[src/rtl/instr_fetch_pkg.sv]
// instr_fetch_pkg: shared definitions for the fetch stage.
//   ROM_COL_MAX  default ROM depth in 32-bit words
//   INST_NOP     canonical no-op encoding (addi x0,x0,0)
//   fetch_st_e   fetch FSM states (2-bit encodings IDLE/RUN/HALT)
//   fetch_ent_t  fetch-queue entry {pc, inst}
//   pc_ok()      aligned and inside the ROM
package instr_fetch_pkg;

  localparam int          WORDSIZE    = 32;
  localparam int          ROM_COL_MAX = 256;
  localparam logic [31:0] INST_NOP    = 32'h0000_0013;

  typedef enum logic [1:0] {
    FETCH_ST_IDLE = 2'd0,
    FETCH_ST_RUN  = 2'd1,
    FETCH_ST_HALT = 2'd2
  } fetch_st_e;

  typedef struct packed {
    logic [31:0] pc;
    logic [31:0] inst;
  } fetch_ent_t;

  function automatic logic pc_ok(input logic [31:0] pc, input logic [29:0] lim);
    return (pc[1:0] == 2'b00) && (pc[31:2] < lim);
  endfunction

endpackage

[src/rtl/instr_fetch_if.sv]
// instr_fetch_if: fetch -> decode instruction handshake.
//   inst_valid  head of fetch queue valid
//   inst_ready  decode accepts head this cycle
//   inst_data   instruction word at head
//   inst_pc     byte PC of inst_data
// master = fetch side, slave = decode side.
interface instr_fetch_if;
  logic        inst_valid;
  logic        inst_ready;
  logic [31:0] inst_data;
  logic [31:0] inst_pc;

  modport master (output inst_valid, inst_data, inst_pc, input inst_ready);
  modport slave  (input inst_valid, inst_data, inst_pc, output inst_ready);
endinterface

[src/rtl/instr_fetch_queue.sv]
// instr_fetch_queue: synchronous FIFO holding fetched {pc, inst} entries.
//   clk, reset  clock, async active-high reset (contents cleared to 0)
//   push_i/data_i  write an entry (caller only pushes when !full_o or popping)
//   pop_i          drop the head (caller only pops when !empty_o)
//   flush_i        empty the queue; overrides push/pop
//   data_o         head entry, full_o / empty_o occupancy flags
module instr_fetch_queue #(
  parameter int DEPTH = 2,
  parameter int W     = 64
) (
  input  logic         clk,
  input  logic         reset,
  input  logic         push_i,
  input  logic [W-1:0] data_i,
  input  logic         pop_i,
  input  logic         flush_i,
  output logic [W-1:0] data_o,
  output logic         full_o,
  output logic         empty_o
);
  localparam int AW = $clog2(DEPTH);

  logic [W-1:0]  mem_q [DEPTH];
  logic [AW-1:0] wr_q, rd_q;
  logic [AW:0]   cnt_q;

  always_ff @(posedge clk or posedge reset) begin
    if (reset) begin
      for (int i = 0; i < DEPTH; i++) mem_q[i] <= '0;
      wr_q  <= '0;
      rd_q  <= '0;
      cnt_q <= '0;
    end else if (flush_i) begin
      // Storage is left alone; only the pointers matter once emptied.
      wr_q  <= '0;
      rd_q  <= '0;
      cnt_q <= '0;
    end else begin
      if (push_i) begin
        mem_q[wr_q] <= data_i;
        wr_q        <= wr_q + 1'b1;
      end
      if (pop_i) rd_q <= rd_q + 1'b1;
      case ({push_i, pop_i})
        2'b10:   cnt_q <= cnt_q + 1'b1;
        2'b01:   cnt_q <= cnt_q - 1'b1;
        default: ;
      endcase
    end
  end

  assign data_o  = mem_q[rd_q];
  assign full_o  = (cnt_q == (AW+1)'(DEPTH));
  assign empty_o = (cnt_q == '0);
endmodule

[src/rtl/instr_fetch.sv]
// instr_fetch: PC + fetch stage in front of the instruction ROM.
//   clk, reset        clock, async active-high reset
//   rom_addr          ROM word index (= pc[31:2]), rom_data returned same cycle
//   redirect_valid/pc one-cycle flush-and-restart from execute
//   dec               instr_fetch_if.master toward decode (valid/ready)
//   fetch_fault       sticky: pc misaligned or beyond ROM, fetch halted
// Optional FETCH_PERF_CNT_EN adds perf_fetched / perf_stall / perf_flush.
module instr_fetch
  import instr_fetch_pkg::*;
#(
  parameter logic [31:0] RESET_PC    = 32'h0000_0000,
  parameter int          QUEUE_DEPTH = 2,
  parameter int          ROM_WORDS   = ROM_COL_MAX
) (
  input  logic         clk,
  input  logic         reset,
  output logic [31:0]  rom_addr,
  input  logic [31:0]  rom_data,
  input  logic         redirect_valid,
  input  logic [31:0]  redirect_pc,
  instr_fetch_if.master dec,
  output logic         fetch_fault
`ifdef FETCH_PERF_CNT_EN
  ,
  output logic [31:0]  perf_fetched,
  output logic [31:0]  perf_stall,
  output logic [31:0]  perf_flush
`endif
);
  localparam logic [29:0] ROM_LIM = 30'(ROM_WORDS);

  fetch_st_e   state_q, state_d;
  logic [31:0] pc_q, pc_d;
  logic        fault_q, fault_d;
  logic        push, pop, flush, full, empty, redir;
  fetch_ent_t  head;

  instr_fetch_queue #(.DEPTH(QUEUE_DEPTH), .W($bits(fetch_ent_t))) u_queue (
    .clk    (clk),
    .reset  (reset),
    .push_i (push),
    .data_i ({pc_q, rom_data}),
    .pop_i  (pop),
    .flush_i(flush),
    .data_o (head),
    .full_o (full),
    .empty_o(empty)
  );

  // IDLE only spends the first post-reset cycle, so redirects are ignored there.
  assign redir          = redirect_valid && (state_q != FETCH_ST_IDLE);
  assign pop            = dec.inst_valid && dec.inst_ready && !redir;
  assign rom_addr       = {2'b00, pc_q[31:2]};
  assign dec.inst_valid = !empty;
  assign dec.inst_data  = head.inst;
  assign dec.inst_pc    = head.pc;
  assign fetch_fault    = fault_q;

  always_ff @(posedge clk or posedge reset) begin
    if (reset) begin
      state_q <= FETCH_ST_IDLE;
      pc_q    <= RESET_PC;
      fault_q <= 1'b0;
    end else begin
      state_q <= state_d;
      pc_q    <= pc_d;
      fault_q <= fault_d;
    end
  end

  always_comb begin
    state_d = state_q;
    pc_d    = pc_q;
    fault_d = fault_q;
    push    = 1'b0;
    flush   = 1'b0;
    case (state_q)
      FETCH_ST_IDLE: state_d = FETCH_ST_RUN;
      FETCH_ST_RUN: begin
        if (redir) begin
          flush = 1'b1;
          pc_d  = redirect_pc;
        end else if (!pc_ok(pc_q, ROM_LIM)) begin
          state_d = FETCH_ST_HALT;
          fault_d = 1'b1;
        end else if (!full || pop) begin
          push = 1'b1;
          pc_d = pc_q + 32'd4;
        end
      end
      FETCH_ST_HALT: begin
        // Queue keeps draining; only a good redirect restarts fetch.
        if (redir) begin
          flush = 1'b1;
          pc_d  = redirect_pc;
          if (pc_ok(redirect_pc, ROM_LIM)) begin
            state_d = FETCH_ST_RUN;
            fault_d = 1'b0;
          end
        end
      end
      default: state_d = FETCH_ST_IDLE;
    endcase
  end

`ifdef FETCH_PERF_CNT_EN
  logic        stall;
  logic [31:0] perf_fetched_q, perf_stall_q, perf_flush_q;

  assign stall = (state_q == FETCH_ST_RUN) && !redir && pc_ok(pc_q, ROM_LIM) && full && !pop;

  always_ff @(posedge clk or posedge reset) begin
    if (reset) begin
      perf_fetched_q <= '0;
      perf_stall_q   <= '0;
      perf_flush_q   <= '0;
    end else begin
      if (push)  perf_fetched_q <= perf_fetched_q + 32'd1;
      if (stall) perf_stall_q   <= perf_stall_q + 32'd1;
      if (flush) perf_flush_q   <= perf_flush_q + 32'd1;
    end
  end

  assign perf_fetched = perf_fetched_q;
  assign perf_stall   = perf_stall_q;
  assign perf_flush   = perf_flush_q;
`endif
endmodule

[src/flat_wrapper.sv]
// flat-port wrapper written by rule: the top's interface ports become plain ports
module instr_fetch_flat import instr_fetch_pkg::*;
#(
  parameter logic [31:0] RESET_PC    = 32'h0000_0000,
  parameter int          QUEUE_DEPTH = 2,
  parameter int          ROM_WORDS   = ROM_COL_MAX
)
  (clk, reset, rom_addr, rom_data, redirect_valid, redirect_pc, fetch_fault, dec_inst_valid, dec_inst_data, dec_inst_pc, dec_inst_ready);
  instr_fetch_if dec_i ();
  input  logic clk;
  input  logic reset;
  output logic [31:0] rom_addr;
  input  logic [31:0] rom_data;
  input  logic redirect_valid;
  input  logic [31:0] redirect_pc;
  output logic fetch_fault;
  output wire logic [$bits(dec_i.inst_valid)-1:0] dec_inst_valid;
  output wire logic [$bits(dec_i.inst_data)-1:0] dec_inst_data;
  output wire logic [$bits(dec_i.inst_pc)-1:0] dec_inst_pc;
  input wire logic [$bits(dec_i.inst_ready)-1:0] dec_inst_ready;
  assign dec_inst_valid = dec_i.inst_valid;
  assign dec_inst_data = dec_i.inst_data;
  assign dec_inst_pc = dec_i.inst_pc;
  assign dec_i.inst_ready = dec_inst_ready;
  instr_fetch #(.RESET_PC(RESET_PC), .QUEUE_DEPTH(QUEUE_DEPTH), .ROM_WORDS(ROM_WORDS)) u_core (.clk(clk), .reset(reset), .rom_addr(rom_addr), .rom_data(rom_data), .redirect_valid(redirect_valid), .redirect_pc(redirect_pc), .dec(dec_i), .fetch_fault(fetch_fault));
endmodule
[config.mk]
export PLATFORM = sky130hd
export DESIGN_NAME = instr_fetch_flat
export DESIGN_NICKNAME = d
export VERILOG_FILES = /design/src/rtl/instr_fetch_pkg.sv /design/src/rtl/instr_fetch_if.sv /design/src/rtl/instr_fetch_queue.sv /design/src/rtl/instr_fetch.sv /design/src/flat_wrapper.sv
export SDC_FILE = /design/constraint.sdc
export NUM_CORES = 1
export LEC_CHECK = 0
export ABC_AREA = 0
export ABC_CLOCK_PERIOD_IN_PS = 7500
export BUFFER_PORTS_ARGS = -buffer_cell sky130_fd_sc_hd__buf_2
export CAP_MARGIN = 20
export CORE_ASPECT_RATIO = 2
export CORE_UTILIZATION = 28
export CTS_BUF_LIST = sky130_fd_sc_hd__clkbuf_4
export DETAILED_ROUTE_END_ITERATION = 12
export GPL_TIMING_DRIVEN = 0
export PLACE_DENSITY = 0.5
export SLEW_MARGIN = 10
export SYNTH_ARGS = -nofsm -noshare
export SYNTH_HDL_FRONTEND = slang
export SYNTH_SLANG_ARGS = --single-unit
[constraint.sdc]
create_clock -name clk -period 7.5 [get_ports clk]
set_input_delay 1.875 -clock clk [delete_from_list [all_inputs] [get_ports clk]]
set_output_delay 1.875 -clock clk [all_outputs]
set_load 0.05 [all_outputs]
==> impl_metrics.tcl <==
set metrics [dict create \
    clkTransAtPathRegs_ns 0.14 \
    drive_above_1_share_pct 44.4 \
    clk_latency_ns 0.61 \
    gp_congestion 0.898 \
    placementRows 89 \
    multiInputGateArea_mm2 0.00362 \
    design_area_mm2 0.00992 \
    leakage_uw 0.00501 \
    antenna_found_initial 1 \
    cts_buffers 17 \
    final.setup_skew_ns 0.0302 \
    placedInstanceArea_mm2 0.00965 \
    min_period_ns 4.67 \
    setup_tns_ns 0 \
    synth_commonest_cells "dfrtp_1 (167), mux2_2 (113), nor2b_1 (49), nand2_1 (36), buf_4 (34)" \
    crit_type "reg -> out" \
    synth_top_flop_cell "dfrtp_1" \
    synth_area_leaders "dfrtp_1 (50%), mux2_2 (15%), mux2_4 (4.5%), nor2b_1 (3.7%), buf_4 (3.1%)" \
    synth_top_area_share_pct 50.1 \
    synth-seq-area-share_pct 50.1 \
    core_area_mm2 0.0294 \
    final_nets 959 \
    hold_depth 1 \
    yosys_warnings 0 \
    syn_to_final_growth_pct 19.0 \
    cp-end-kind "primary output" \
    fmax_mhz 214 \
    hold_path.class "reg -> reg" \
    r2r_setup_slack_ns 4.27 \
    async_flop_share_pct 100 \
    cts-hold-fix-buffers 0 \
    yosysTopAreaCell "dfrtp_1" \
    start_kind "flip-flop" \
    cts_setup_buffers 0 \
    status "finished, final reports clean" \
    remaining_drc_errors 0 \
    synthesis.area_mm2 0.00834 \
    postSynthAreaPerCell_um2 11.9 \
    finalMaxSlewViolations 0 \
    power_density_mw_per_mm2 170 \
    rr_startpoint "u_core.pc_q[15]" \
    dp.final_hpwl_um 18000 \
    ys_ff_latch 167 \
    worstHoldStart "u_core.u_queue.mem_q[3]" \
    startpoint "u_core.u_queue.rd_q" \
    reg2regPathDepth 7 \
    grt_pass1_vias 6493 \
    min_to "u_core.u_queue.mem_q[3]" \
    total_power_uw 1690 \
    fillCellCount 3027 \
    cts_root_buffer "clkbuf_4" \
    synth.distinct_cells 59 \
    start_util_pct 28.4 \
    slew_headroom_pct 37.3 \
    drv_cap 0 \
    critPathMaxFanout 10 \
    finalHoldViolCount 0 \
    utilization_pct 33.7 \
    crit_arrival_ns 2.79 \
    whs_ns 0.499 \
    clk_path_buf_depth 2 \
    ctsResizeCount 0 \
    rsz0062_at_grt "no" \
    dieWidth_um 124 \
    seq_area_mm2 0.00418 \
    finalWirelength_um 24600 \
    viasPerCell 4.90 \
    drtAntennaViolNets 0 \
    setup_viol 0 \
    synth_edf_count 0 \
    grtUsageTotal_pct 16.8 \
    yosysMostFrequentCell "dfrtp_1" \
    ioPinCount 166 \
    max_slew.worst_pin.slew_ns 0.932 \
    drt-pass1-iter-count 4 \
    required_ns 5.62 \
    cts_tree "built" \
    grt_max_degree 108 \
    port_buffers 163 \
    dr_total_vias 6185 \
    initialDrtViolationCount 279 \
    dieArea_mm2 0.0305 \
    cts_sinks 167 \
    grt-ovfl-total 0 \
    vdd_drop_max_v 0.0000831 \
    post-route-period-util_pct 62.2 \
    h-tree-depth 4 \
    dieHeight_um 246 \
    timing.rr.end "u_core.pc_q[15]" \
    grt_pass1_wl_um 37300 \
    avgRoutedWirePerCell_um 19.4 \
    synthCells 701 \
]
==> cells by family (layout without fill, tap and decap cells) <==
family,after synthesis,in the layout,synth area share (%)
compound gates,125,125,9.72
xor+xnor,3,3,0.315
fa+ha+maj,6,6,0.900
buf+inv,85,281,6.54
flops,167,167,50.1
mux,145,145,20.7
other cells,1,3,0.0450
simple gates,169,169,11.7
==> state kept, by name (all words and copies together) (netlist names) <==
name                  flops
u_core.u_queue.wr_q       1
u_core.u_queue.mem_q    128
u_core.fetch_fault        1
u_core.u_queue.rd_q       1
u_core.state_q            2
u_core.pc_q              32
u_core.u_queue.cnt_q      2
==> worst max-delay path: stages, from the launching register on <==
cell      delay [ns]
dfrtp_1         0.42
clkbuf_1        0.51
clkbuf_1        0.64
mux2_2          0.42
buf_2           0.22
==> per-stage QoR <==
| step | cells | setup slack, ns |
|---|---|---|
| after floorplan | 702 | 1.11 |
| after global placement | 1229 | -1.38 |
| after detailed placement | 1230 | 3.34 |
| after CTS | 1262 | 2.65 |
| after global routing | 1263 | 2.57 |
| final | 1263 | 2.83 |
==> worst max-delay path by stage <==
stage                     cells after the start                       end
after global placement                        2  u_core.u_queue.mem_q[85]
final                                         4            dec_inst_pc[9]
after floorplan                               1        u_core.fetch_fault
after global routing                          4            dec_inst_pc[9]
after detailed placement                      9           u_core.pc_q[12]
after CTS                                     4           dec_inst_pc[24]
==> metal layers <==
metal | vias up | global-route usage (%) | routed length, um | part of all wire (%)
met5 | - | 0 | 0 | 0
met2 | 201 | 30.7 | 13500 | 55
met1 | 3055 | 17.1 | 9030 | 37
met3 | 52 | 3.80 | 1030 | 4.2
li1 | 2877 | - | - | -
met4 | 0 | 9.31 | 1030 | 4.2
==> area by class of cell <==
class / count / area share, %
antenna: 1 / 0.0252
buffer: 73 / 5.05
clock buffer: 18 / 1.36
clock inverter: 14 / 1.35
inverter: 12 / 0.530
multi-input combinational: 450 / 36.5
sequential: 167 / 42.1
tap: 364 / 4.59
timing repair buffer: 164 / 8.50
==> power by group <==
part           switching, uW  internal, uW  total, uW
sequential              34.7           917        952
clock                    336           198        534
combinational            136          68.3        204
total                    507          1180       1690
==> layout by cell type (no fill, tap or decap), types with 4 or more instances in the layout <==
cell type	netlist	layout
buf_2	7	170
dfrtp_1	167	167
mux2_2	113	113
nor2b_1	49	49
nand2_1	36	36
buf_4	34	34
a21oi_1	31	31
o21ai_0	25	25
mux2_4	25	25
clkbuf_1	21	21
a31oi_1	19	19
clkbuf_4	0	18
nor2_1	15	15
nand3_1	14	14
inv_1	12	11
nor4_1	11	11
nand4_1	11	11
nor3_1	7	7
o31ai_1	7	7
buf_6	6	6
and3_1	6	6
mux2_1	6	6
ha_1	6	6
o31a_1	5	5
o22ai_1	5	5
clkinv_2	0	5
and4_1	4	4
o22a_1	4	4
Note: power is estimated with default switching activity, not from simulation.
